## config.mk

```make
export PLATFORM = sky130hd
export DESIGN_NAME = score_keeper_flat
export DESIGN_NICKNAME = d
export VERILOG_FILES = /design/src/rtl/score_keeper_if.sv /design/src/rtl/score_keeper.sv /design/src/flat_wrapper.sv
export SDC_FILE = /design/constraint.sdc
export NUM_CORES = 1
export LEC_CHECK = 0
export BUFFER_PORTS_ARGS = -buffer_cell sky130_fd_sc_hd__buf_4
export CAP_MARGIN = 20
export CORE_AREA = 5 5 70 72
export CTS_CLUSTER_SIZE = 20
export DETAILED_ROUTE_END_ITERATION = 10
export DIE_AREA = 0 0 75 77
export HOLD_SLACK_MARGIN = 0.12
export PLACE_DENSITY = 0.75
export SYNTH_ARGS = -nofsm -noshare
export SYNTH_HDL_FRONTEND = slang
export SYNTH_SLANG_ARGS = --single-unit
```

## constraint.sdc

```tcl
create_clock -name clk -period 6.7 [get_ports clk]
set_input_delay 1.005 -clock clk [delete_from_list [all_inputs] [get_ports clk]]
set_output_delay 1.005 -clock clk [all_outputs]
set_load 0.03 [all_outputs]
```

## src/rtl/score_keeper_if.sv

```systemverilog
// Score engine signal bundle: game control and collision inputs, score outputs.
// Latency: none; this file only groups the wires.
// Backpressure: none; every signal is a level or a single-cycle pulse.
interface score_keeper_if #(
  parameter int SCORE_W = 10
);
  logic               game_start;
  logic               active;
  logic               collision;
  logic [1:0]         color;
  logic [SCORE_W-1:0] score;
  logic [SCORE_W-1:0] high_score;
  logic [2:0]         combo;
  logic               new_high;

  // Game controller and collision logic side.
  modport master (
    output game_start, active, collision, color,
    input  score, high_score, combo, new_high
  );

  // Score engine side.
  modport slave (
    input  game_start, active, collision, color,
    output score, high_score, combo, new_high
  );
endinterface

```

## src/rtl/score_keeper.sv

```systemverilog
// Scores collision rising edges by colour, using a combo multiplier, a saturating score and a kept high score.
// Latency: an event sampled at one posedge is visible on all outputs right after that edge (1 cycle).
// Backpressure: none; a held collision level scores once, so there is at most one event every 2 cycles.
module score_keeper #(
  parameter int SCORE_W   = 10,
  parameter int PTS_GREEN = 2,
  parameter int PTS_BLUE  = 5,
  parameter int PEN_RED   = 3,
  parameter int COMBO_MAX = 4
) (
  input  logic          clk,
  input  logic          rst,
  score_keeper_if.slave sk
);
  localparam int SUM_W = SCORE_W + 4;
  localparam logic [SCORE_W-1:0] SCORE_MAX = '1;
  localparam logic [SUM_W-1:0]   GREEN_W   = (SUM_W)'(PTS_GREEN);
  localparam logic [SUM_W-1:0]   BLUE_W    = (SUM_W)'(PTS_BLUE);
  localparam logic [SCORE_W-1:0] RED_W     = (SCORE_W)'(PEN_RED);
  localparam logic [2:0]         CMAX3     = 3'(COMBO_MAX);
  localparam logic [3:0]         CMAX4     = 4'(COMBO_MAX);

  logic [SCORE_W-1:0] score_q, score_d;
  logic [SCORE_W-1:0] high_q, high_d;
  logic [2:0]         combo_q, combo_d;
  logic               new_high_q, new_high_d;
  logic               coll_q;

  logic               event_hit;
  logic [3:0]         combo_inc;
  logic [3:0]         mult;
  logic [SUM_W-1:0]   base;
  logic [SUM_W-1:0]   sum;
  logic [2:0]         combo_next_good;

  // Score a rising edge of collision only while the game runs; the multiplier comes from the combo held before this update.
  always_comb begin
    event_hit       = sk.collision & ~coll_q & sk.active;
    combo_inc       = {1'b0, combo_q} + 4'd1;
    mult            = (combo_inc > CMAX4) ? CMAX4 : combo_inc;
    base            = (sk.color == 2'b10) ? BLUE_W : GREEN_W;
    sum             = {4'b0, score_q} + base * {{SCORE_W{1'b0}}, mult};
    combo_next_good = (combo_q >= CMAX3) ? CMAX3 : combo_q + 3'd1;

    score_d    = score_q;
    combo_d    = combo_q;
    high_d     = high_q;
    new_high_d = 1'b0;

    if (sk.game_start) begin
      // A new game drops any coincident event; the high score survives.
      score_d = '0;
      combo_d = '0;
    end else if (event_hit) begin
      unique case (sk.color)
        2'b01, 2'b10: begin
          score_d = (sum > {4'b0, SCORE_MAX}) ? SCORE_MAX : sum[SCORE_W-1:0];
          combo_d = combo_next_good;
        end
        2'b11: begin
          score_d = (score_q >= RED_W) ? score_q - RED_W : '0;
          combo_d = '0;
        end
        default: ;
      endcase
      if (score_d > high_q) begin
        high_d     = score_d;
        new_high_d = 1'b1;
      end
    end
  end

  // State registers; the edge detector tracks collision even while the game is paused.
  always_ff @(posedge clk) begin
    if (rst) begin
      score_q    <= '0;
      high_q     <= '0;
      combo_q    <= '0;
      new_high_q <= 1'b0;
      coll_q     <= 1'b0;
    end else begin
      score_q    <= score_d;
      high_q     <= high_d;
      combo_q    <= combo_d;
      new_high_q <= new_high_d;
      coll_q     <= sk.collision;
    end
  end

  assign sk.score      = score_q;
  assign sk.high_score = high_q;
  assign sk.combo      = combo_q;
  assign sk.new_high   = new_high_q;
endmodule

```

## src/flat_wrapper.sv

```systemverilog
// flat-port wrapper written by rule: the top's interface ports become plain ports
module score_keeper_flat 
#(
  parameter int SCORE_W   = 10,
  parameter int PTS_GREEN = 2,
  parameter int PTS_BLUE  = 5,
  parameter int PEN_RED   = 3,
  parameter int COMBO_MAX = 4
)
  (clk, rst, sk_game_start, sk_active, sk_collision, sk_color, sk_score, sk_high_score, sk_combo, sk_new_high);
  score_keeper_if #(.SCORE_W(SCORE_W)) sk_i ();
  input  logic clk;
  input  logic rst;
  input wire logic [$bits(sk_i.game_start)-1:0] sk_game_start;
  input wire logic [$bits(sk_i.active)-1:0] sk_active;
  input wire logic [$bits(sk_i.collision)-1:0] sk_collision;
  input wire logic [$bits(sk_i.color)-1:0] sk_color;
  output wire logic [$bits(sk_i.score)-1:0] sk_score;
  output wire logic [$bits(sk_i.high_score)-1:0] sk_high_score;
  output wire logic [$bits(sk_i.combo)-1:0] sk_combo;
  output wire logic [$bits(sk_i.new_high)-1:0] sk_new_high;
  assign sk_i.game_start = sk_game_start;
  assign sk_i.active = sk_active;
  assign sk_i.collision = sk_collision;
  assign sk_i.color = sk_color;
  assign sk_score = sk_i.score;
  assign sk_high_score = sk_i.high_score;
  assign sk_combo = sk_i.combo;
  assign sk_new_high = sk_i.new_high;
  score_keeper #(.SCORE_W(SCORE_W), .PTS_GREEN(PTS_GREEN), .PTS_BLUE(PTS_BLUE), .PEN_RED(PEN_RED), .COMBO_MAX(COMBO_MAX)) u_core (.clk(clk), .rst(rst), .sk(sk_i));
endmodule
```

==> flow_summary_export.csv, run 1 <==
group,metric,value,unit
die,rows,24,
sta,fmaxAchievable,163,MHz
placed_design,gp_congestion,0.877,
sta,timing.final.crit_period,6.13,ns
cts,cts_inserted_buffers,3,
yosys,synth_xor_xnor_area_share,1.86,%
pwr,combPwrFrac,28.6,%
pwr,intPower,0.233,mW
die,dieArea,5780,um2
yosys,yosys-top-cells-area,"dfxtp_1 21%, ha_1 15%, a21oi_1 5.1%",
cts,cts.sinks,25,
sta,final_hold_viol_count,0,
routing,via_count,2213,
pwr,p_sw,0.115,mW
critical_path,worst_ep_arrival_time,6.35,ns
run_status,outcome,"finished, final reports clean",
routing,drt_pre_antenna_iters,4,
die,core_region_area,4230,um2
cts,buffer_depth_of_the_longest_clock_path,2,
yosys,syn_area,2350,um2
yosys,combinational_family_with_the_most_area_after_synthesis,"compound AO/OA/AOI/OAI gates",
cells_and_area,insertedDiodeCount,0,
cts,path_clk_slew,0.10,ns
critical_path,critical_path.endpoint_type,"register",
pwr,seq_power_share,44.6,%
run,timing.max_cap.violations,0,
cts,cts_tree,"yes",
yosys,synth_area_per_cell,7.88,um2
sta,setup_repair_after_global_routing_missed_its_margin,"no",
pwr,leakage,1.17,nW
sta,slew-limit-headroom,34.1,%
critical_path,worst-setup-path-type,"register to register",
sta,setup-tns-final,0,ns
sta,timing_worst_slew_pin_value,0.985,ns
routing,drc_errors,0,
placed_design,numPlacedInstances,368,
cells_and_area,final_cell_count_no_fill,372,
cells_and_area,postLayoutCoreUtil,62.2,%
critical_path,critPathMaxFanout,9,
yosys,yosysWarningCount,0,
cts,postCtsHoldBufs,0,
critical_path,setup.worst_path.start_class,"register",
grt,largest_net_degree_at_the_start_of_global_routing,17,
yosys,fraction_of_the_mapped_netlist_area_in_adder_cells,18.8,%
routing,postRouteWirelength,5710,um
cts,clock_insertion_delay_worst_skew,0.27,ns
routing,final_antenna_net_count,0,
routing,vias_per_cell,5.95,
yosys,synth-simple-area-share,18.3,%
pwr,switching_share,33.0,%
grt,antenna_violations_before_repair,0,
sta,min_period_over_period,91.6,%
pwr,powerDensity,132,nW/um2
yosys,yosysTopAreaCell,"dfxtp_1",
grt,gr-total-overflow,0,
cts,cts-htree-levels,1,
die,dieWidth,75,um
routing,wire_per_inst,15.4,um
yosys,synth-seq-cells,25,
sta,setup_viol_count_final,0,
grt,grt_use_total,20.1,%
cts,root_buffer,"clkbuf_8",
yosys,compound_cell_area_share_of_the_yosys_netlist,29.8,%
cells_and_area,nNetsFinal,361,
cells_and_area,layout.cell_area.non_filler,2640,um2
sta,drv_slew,0,
yosys,postSynth.asyncResetShare,0,%
hold_path,hold_path_class,"register to register",
yosys,synth_ff_type,"dfxtp_1",
die,initial_core_util,55.6,%
die,die-height,77,um
yosys,synth_enable_flop_cells,0,
placed_design,placed_area,2590,um2
cells_and_area,layout-area-overhead-vs-synth,11.9,%
placed_design,place.port_buffers,30,
sta,clock-skew-final,0.00933,ns
yosys,synth_cells,299,
pwr,finalPower,0.347,mW
yosys,synth_mux_area_share,1.75,%
cells_and_area,layout.filler_cells,414,
cts,post-cts-setup-buffers,0,
pwr,max-vdd-ir-drop,0.0837,mV
pwr,pwr-share-clk,26.8,%
yosys,synth_top_area_share,21.3,%
yosys,synth.distinct_cells,59,
yosys,synth-seq-area-share,21.3,%
cts,cts_repair_resize_count,0,
critical_path,worst-endpoint-required,6.92,ns
grt,grt_first_pass_wirelength,9420,um
placed_design,detailed_place_hpwl,4600,um
routing,drt_first_iter_violations,119,
cells_and_area,drive_gt1_share,16.6,%
grt,first_global_vias,2113,
die,top_level_ports,31,
==> final cells by class <==
type,instances,area (um2),share of cell area [%]
Clock inverter,1,7.51,0.285
Timing Repair Buffer,30,225,8.55
Clock buffer,3,41.3,1.57
Inverter,32,120,4.56
Tap cell,52,65.1,2.47
Multi-Input combinational cell,229,1680,63.6
Sequential cell,25,500,19.0
==> sequential cells by signal, indices dropped and copies added, names as in the netlist <==
signal,flops
u_core.coll_q,1
u_core.sk.score,10
u_core.sk.combo,3
u_core.sk.high_score,10
u_core.sk.new_high,1
==> kinds of logic after synthesis <==
family	after synthesis
buf+inv	47
simple gates	82
mux	4
flops	25
xor+xnor	5
other cells	2
compound gates	101
fa+ha+maj	33
==> through the flow <==
stage               hold slack [ns]  setup slack (ns)
floorplan                     0.627              1.13
global placement              0.490             0.701
detailed placement            0.502             0.520
CTS                           0.524             0.650
global route                  0.554            0.0182
finish                        0.520             0.566
==> Yosys cell counts, types with 3 or more instances <==
cell,instances
a211oi_1,6
a21oi_1,24
a22o_1,8
a31oi_1,7
clkbuf_1,10
dfxtp_1,25
fa_1,4
ha_1,29
inv_1,32
mux2i_1,3
nand2_1,14
nand2b_1,6
nand3_1,5
nand4_1,4
nor2_1,28
nor2b_1,4
nor3_1,3
o211ai_1,4
o21ai_0,23
o22ai_1,4
or2_2,3
xnor2_1,4
==> per-layer routing <==
layer,routed length (um),global-route usage (%)
met5,0,0
met4,39,4.27
met3,333,1.83
met2,2770,34.1
met1,2570,27.1
==> critical path, stage by stage (launching register included) <==
cell	delay, ns
dfxtp_1	0.51
ha_1	0.20
inv_1	0.04
ha_1	0.29
inv_1	0.04
o21ai_0	0.36
a21oi_1	0.08
ha_1	0.29
inv_1	0.05
fa_1	0.55
inv_1	0.06
ha_1	0.31
a211oi_1	0.28
o21ai_0	0.27
o21ai_0	0.37
a21oi_1	0.17
o31a_1	0.33
ha_1	0.30
a21oi_1	0.12
o21ai_0	0.10
a2111oi_0	0.67
nor2_1	0.16
nor2_2	0.33
a22o_1	0.21
==> power groups by stage <==
| stage | Clock, mW | Combinational, mW | Sequential [mW] |
|---|---|---|---|
| 2_1_floorplan | 0 | 0.0709 | 0.162 |
| 3_3_place_gp | 0 | 0.0962 | 0.158 |
| 3_5_place_dp | 0 | 0.0984 | 0.158 |
| 4_1_cts | 0.0923 | 0.0990 | 0.155 |
| 5_1_grt | 0.101 | 0.112 | 0.156 |
| 6_report | 0.0931 | 0.0992 | 0.155 |
==> layout by cell type (no fill, tap or decap), types with 4 or more instances in the layout <==
master and instances:
inv_1 32, buf_4 30, ha_1 29, nor2_1 28, dfxtp_1 25, a21oi_1 24
o21ai_0 23, nand2_1 14, a22o_1 8, a31oi_1 7, a211oi_1 6, nand2b_1 6
nand3_1 5, nor2b_1 4, o211ai_1 4, nand4_1 4, xnor2_1 4, o22ai_1 4
fa_1 4, conb_1 4
==> worst paths after layout <==
path                                             start                                   end  slack, ns  cells after the start
hold reg to reg   u_core.sk.high_score[3]$_SDFFE_PP0P_  u_core.sk.high_score[3]$_SDFFE_PP0P_       0.52                      1
hold / removal    u_core.sk.high_score[3]$_SDFFE_PP0P_  u_core.sk.high_score[3]$_SDFFE_PP0P_       0.52                      1
setup / recovery       u_core.sk.combo[0]$_SDFFE_PP0P_  u_core.sk.high_score[4]$_SDFFE_PP0P_       0.57                     23
setup reg to reg       u_core.sk.combo[0]$_SDFFE_PP0P_  u_core.sk.high_score[4]$_SDFFE_PP0P_       0.57                     23
No activity file was read; power rests on OpenSTA's default activity.
==> run 2: changes to the inputs <==
Settings changed: CORE_AREA 5 5 70 72 to 2 2 67 69, DIE_AREA 0 0 75 77 to 0 0 69 71, REMOVE_ABC_BUFFERS set to 1.
==> flow_summary_export.csv, run 2 (synthesis gave the netlist of run 1 again) <==
group,metric,value,unit
run_status,outcome,"finished, final reports clean",
sta,setup_repair_after_global_routing_missed_its_margin,"no",
pwr,switching_share,33.2,%
pwr,intPower,0.233,mW
sta,min_period_over_period,90.8,%
critical_path,worst-endpoint-required,6.92,ns
critical_path,cp_common_cell,"ha_1",
cells_and_area,drive_gt1_share,16.6,%
placed_design,gp_congestion,0.887,
pwr,p_sw,0.115,mW
critical_path,r2r_cells,23,
routing,drt_pre_antenna_iters,4,
placed_design,placed_area,2590,um2
routing,wire_per_inst,14.9,um
cells_and_area,layout.cell_area.non_filler,2630,um2
cts,buffer_depth_of_the_longest_clock_path,2,
die,dieWidth,69,um
pwr,seq_power_share,44.5,%
sta,setup-tns-final,0,ns
cts,post-cts-setup-buffers,0,
cells_and_area,layout-area-overhead-vs-synth,11.8,%
die,dieArea,4900,um2
sta,fmaxAchievable,164,MHz
grt,gr-total-overflow,0,
routing,final_antenna_net_count,0,
grt,largest_net_degree_at_the_start_of_global_routing,17,
routing,drc_errors,0,
routing,postRouteWirelength,5550,um
die,rows,24,
critical_path,worst_ep_arrival_time,6.30,ns
critical_path,cp_slowest_cell,"fa_1",
critical_path,critical_path.endpoint_type,"register",
die,top_level_ports,31,
pwr,pwr-share-clk,27.2,%
die,core_region_area,4200,um2
critical_path,crit_path_cell_trace,"ha_1 -> inv_1 -> ha_1 -> inv_1 -> o21ai_0 -> a21oi_1 -> ha_1 -> inv_1 -> fa_1 -> inv_1 -> ha_1 -> a211oi_1 -> o21ai_0 -> o21ai_0 -> a21oi_1 -> o31a_1 -> ha_1 -> a21oi_1 -> o21ai_0 -> a2111oi_1 -> nor2_1 -> nor2_2 -> a22o_1",
sta,drv_slew,0,
pwr,combPwrFrac,28.3,%
cts,cts_inserted_buffers,3,
cells_and_area,nNetsFinal,361,
hold_path,hold_depth,1,
routing,vias_per_cell,5.84,
cts,path_clk_slew,0.09,ns
sta,timing.final.crit_period,6.08,ns
cells_and_area,mostFrequentLayoutCells,"32 x inv_1, 30 x buf_4, 29 x ha_1, 28 x nor2_1, 25 x dfxtp_1",
die,die-height,71,um
critical_path,worst-setup-path-type,"register to register",
grt,grt_first_pass_wirelength,9380,um
sta,setup_viol_count_final,0,
critical_path,slowest_delay,0.55,ns
sta,clock-skew-final,0.00357,ns
placed_design,detailed_place_hpwl,4370,um
hold_path,worst_hold_startpoint,"u_core.sk.high_score[6]$_SDFFE_PP0P_",
cells_and_area,layout_commonest_cell,"inv_1",
cts,cts.sinks,25,
cts,postCtsHoldBufs,0,
routing,drt_first_iter_violations,120,
critical_path,setup.worst_path.start_class,"register",
cts,cts-htree-levels,1,
sta,slew-limit-headroom,36.3,%
sta,final_hold_viol_count,0,
die,initial_core_util,56.0,%
grt,grt_use_total,23.2,%
run,timing.max_cap.violations,0,
critical_path,worst_setup_path_startpoint,"u_core.sk.combo[0]$_SDFFE_PP0P_",
placed_design,place.port_buffers,30,
pwr,max-vdd-ir-drop,0.110,mV
hold_path,hold_path_class,"register to register",
cts,cts_repair_resize_count,0,
critical_path,r2r-start,"u_core.sk.combo[0]$_SDFFE_PP0P_",
grt,first_global_vias,1986,
cts,cts_tree,"yes",
pwr,leakage,1.18,nW
critical_path,critPathMaxFanout,9,
grt,antenna_violations_before_repair,0,
cts,root_buffer,"clkbuf_8",
cells_and_area,insertedDiodeCount,0,
routing,via_count,2171,
cts,clock_insertion_delay_worst_skew,0.28,ns
sta,timing_worst_slew_pin_value,0.951,ns
pwr,powerDensity,132,nW/um2
## run 2: cell types whose count changed in the layout (fill, tap and decap cells not counted)
cell        previous run  this run
clkinv_2               0         1
a2111oi_1              0         1
a2111oi_0              1         0
clkinvlp_4             1         0
## run 2: final timing paths
path | endpoint | slack [ns]
min | u_core.sk.high_score[6]$_SDFFE_PP0P_ | 0.52
max reg2reg | u_core.sk.high_score[5]$_SDFFE_PP0P_ | 0.62
min reg2reg | u_core.sk.high_score[6]$_SDFFE_PP0P_ | 0.52
max | u_core.sk.high_score[5]$_SDFFE_PP0P_ | 0.62
## run 2: power groups by stage
stage               Sequential [mW]  Combinational [mW]  Clock, mW
finish                        0.155              0.0984     0.0947
CTS                           0.155              0.0980     0.0946
global placement              0.158              0.0958          0
floorplan                     0.162              0.0681          0
global route                  0.155               0.110     0.0995
detailed placement            0.158              0.0972          0
## run 2: routing by layer
| layer | part of all wire [%] | routed length [um] | track usage [%] |
|---|---|---|---|
| met5 | 0 | 0 | 0 |
| met3 | 5.8 | 319 | 1.71 |
| met2 | 46 | 2540 | 37.5 |
| met1 | 47 | 2610 | 32.9 |
| met4 | 1.3 | 72 | 8.28 |
## run 2: final cells by class
type / count / area, um2
clock buffers: 3 / 41.3
clock inverters: 1 / 5.00
fillers: 374 / 1570
inverters: 32 / 120
multi-input cells: 229 / 1680
flip-flops and latches: 25 / 500
well taps: 52 / 65.1
repair buffers: 30 / 225
## run 2: worst max-delay path, delay by kind of cell, from the launching register on
| kind | cells | cell delay [ns] |
|---|---|---|
| compound gates | 11 | 2.90 |
| buf+inv | 4 | 0.20 |
| flops | 1 | 0.52 |
| simple gates | 2 | 0.49 |
| fa+ha+maj | 6 | 1.92 |
## run 2: per-stage QoR
| stage | util (%) | setup slack, ns | total power, mW | hold slack [ns] | cells |
|---|---|---|---|---|---|
| final | 62.6 | 0.619 | 0.348 | 0.517 | 372 |
| after CTS | 62.6 | 0.486 | 0.347 | 0.520 | 372 |
| after global routing | 62.6 | 0.0606 | 0.365 | 0.541 | 372 |
| after floorplan | - | 1.13 | 0.230 | 0.629 | 286 |
| after detailed placement | 61.5 | 0.415 | 0.255 | 0.498 | 368 |
| after global placement | 61.5 | 0.669 | 0.254 | 0.491 | 368 |
==> run 3: changes to the inputs <==
Settings changed: PLACE_DENSITY 0.75 to 0.87.
==> flow_summary_export.csv, run 3 (synthesis gave the netlist of run 1 again) <==
group,metric,value,unit
routing,postRouteWirelength,5520,um
die,dieArea,4900,um2
cts,buffer_depth_of_the_longest_clock_path,2,
sta,final_hold_viol_count,0,
pwr,seq_power_share,45.3,%
grt,first_global_vias,2045,
cells_and_area,insertedDiodeCount,0,
sta,timing_worst_slew_pin_value,0.946,ns
cts,postCtsHoldBufs,0,
critical_path,worst-setup-path-type,"register to register",
critical_path,setup.worst_path.start_class,"register",
cts,cts_inserted_buffers,3,
die,rows,24,
grt,gr-total-overflow,0,
die,top_level_ports,31,
pwr,max-vdd-ir-drop,0.0673,mV
critical_path,cp_slowest_cell,"a2111oi_1",
pwr,intPower,0.233,mW
routing,vias_per_cell,5.99,
sta,setup_viol_count_final,0,
cells_and_area,layout_commonest_cell,"inv_1",
placed_design,gp_congestion,0.908,
sta,min_period_over_period,92.0,%
sta,setup_repair_after_global_routing_missed_its_margin,"no",
sta,timing.final.crit_period,6.17,ns
hold_path,hold_path_class,"register to register",
cts,cts-htree-levels,1,
die,die-height,71,um
pwr,pwr-share-clk,25.7,%
routing,drc_errors,0,
routing,final_antenna_net_count,0,
pwr,combPwrFrac,29.0,%
grt,grt_use_total,22.9,%
run,timing.max_cap.violations,0,
cts,cts.sinks,25,
sta,drv_slew,0,
pwr,switching_share,31.8,%
pwr,leakage,1.18,nW
sta,fmaxAchievable,162,MHz
routing,drt_first_iter_violations,119,
cells_and_area,nNetsFinal,361,
cts,clock_insertion_delay_worst_skew,0.27,ns
routing,drt_pre_antenna_iters,5,
sta,clock-skew-final,0.00130,ns
cells_and_area,layout-area-overhead-vs-synth,11.8,%
cts,cts_tree,"yes",
placed_design,placed_area,2590,um2
pwr,finalPower,0.342,mW
cells_and_area,drive_gt1_share,16.3,%
die,initial_core_util,56.0,%
critical_path,crit_path_cell_trace,"ha_1 -> inv_1 -> ha_1 -> inv_1 -> o21ai_0 -> a21oi_1 -> ha_1 -> inv_1 -> fa_1 -> inv_1 -> ha_1 -> a211oi_1 -> o21ai_0 -> o21ai_0 -> a21oi_1 -> o31a_1 -> ha_1 -> a21oi_1 -> o21ai_0 -> a2111oi_1 -> nor2_1 -> nor2_2 -> a22o_1",
die,dieWidth,69,um
placed_design,place_ws,0.427,ns
grt,antenna_violations_before_repair,0,
critical_path,worst-endpoint-required,6.91,ns
pwr,p_sw,0.109,mW
sta,slew-limit-headroom,36.7,%
critical_path,slowest_delay,0.57,ns
routing,via_count,2228,
cells_and_area,multi_input_area,1680,um2
routing,wire_per_inst,14.8,um
critical_path,cp_common_cell,"ha_1",
cells_and_area,layout.filler_cells,384,
critical_path,worst_ep_arrival_time,6.38,ns
pwr,powerDensity,130,nW/um2
placed_design,detailed_place_hpwl,4410,um
grt,grt_first_pass_wirelength,9340,um
sta,setup-tns-final,0,ns
cts,path_clk_slew,0.08,ns
cells_and_area,mostFrequentLayoutCells,"32 x inv_1, 30 x buf_4, 29 x ha_1, 28 x nor2_1, 25 x dfxtp_1",
run_status,outcome,"finished, final reports clean",
die,core_region_area,4200,um2
cells_and_area,layout.cell_area.non_filler,2630,um2
cells_and_area,area.sequential,500,um2
grt,largest_net_degree_at_the_start_of_global_routing,17,
cts,root_buffer,"clkbuf_8",
critical_path,critical_path.endpoint_type,"register",
critical_path,critPathMaxFanout,9,
placed_design,place.port_buffers,30,
sta,postLayoutSetupSlackWorst,0.535,ns
## run 3: critical path, delay by kind of cell (launching register included)
kind	cells	cell delay [ns]
buffers and inverters	4	0.19
adders and majority gates	6	1.93
DFF	1	0.51
and+or+nand+nor	2	0.47
AOI/OAI and AO/OA	11	3.00
## run 3: power by group through the flow
stage                     Combinational [mW]  Clock [mW]  Sequential (mW)
after floorplan                       0.0681           0            0.162
after global placement                0.0942           0            0.158
after detailed placement              0.0972           0            0.158
after CTS                             0.0977      0.0879            0.155
after global routing                   0.110      0.0921            0.155
final                                 0.0990      0.0879            0.155
## run 3: final cells by class
cell class | instances | area share [%]
clock buffer | 4 | 1.71
multi-input combinational | 229 | 63.7
inverter | 32 | 4.56
sequential | 25 | 19.0
timing repair buffer | 30 | 8.56
tap | 52 | 2.47
## run 3: final timing paths
check | slack [ns] | depth (start not counted) | to | from
setup / recovery | 0.53 | 23 | u_core.sk.high_score[2]$_SDFFE_PP0P_ | u_core.sk.combo[0]$_SDFFE_PP0P_
hold / removal | 0.52 | 1 | u_core.sk.high_score[6]$_SDFFE_PP0P_ | u_core.sk.high_score[6]$_SDFFE_PP0P_
setup reg to reg | 0.53 | 23 | u_core.sk.high_score[2]$_SDFFE_PP0P_ | u_core.sk.combo[0]$_SDFFE_PP0P_
hold reg to reg | 0.52 | 1 | u_core.sk.high_score[6]$_SDFFE_PP0P_ | u_core.sk.high_score[6]$_SDFFE_PP0P_
## run 3: per-layer routing
layer | wire, um | track usage, % | part of all wire [%]
met4 | 59 | 6.54 | 1.1
met3 | 278 | 2.14 | 5.0
met5 | 0 | 0 | 0
met1 | 2530 | 30.0 | 46
met2 | 2660 | 40.2 | 48
## run 3: what timing repair did
action                     CTS  global route
setup endpoints to repair    0             9
setup buffers                0             0
resized for setup            0             1
## run 3: through the flow
| step | utilization (%) | std cells | hold slack [ns] |
|---|---|---|---|
| 6_report | 62.6 | 372 | 0.516 |
| 5_1_grt | 62.6 | 372 | 0.531 |
| 4_1_cts | 62.6 | 372 | 0.517 |
| 3_3_place_gp | 61.5 | 368 | 0.491 |
| 3_5_place_dp | 61.5 | 368 | 0.498 |
| 2_1_floorplan | - | 286 | 0.629 |
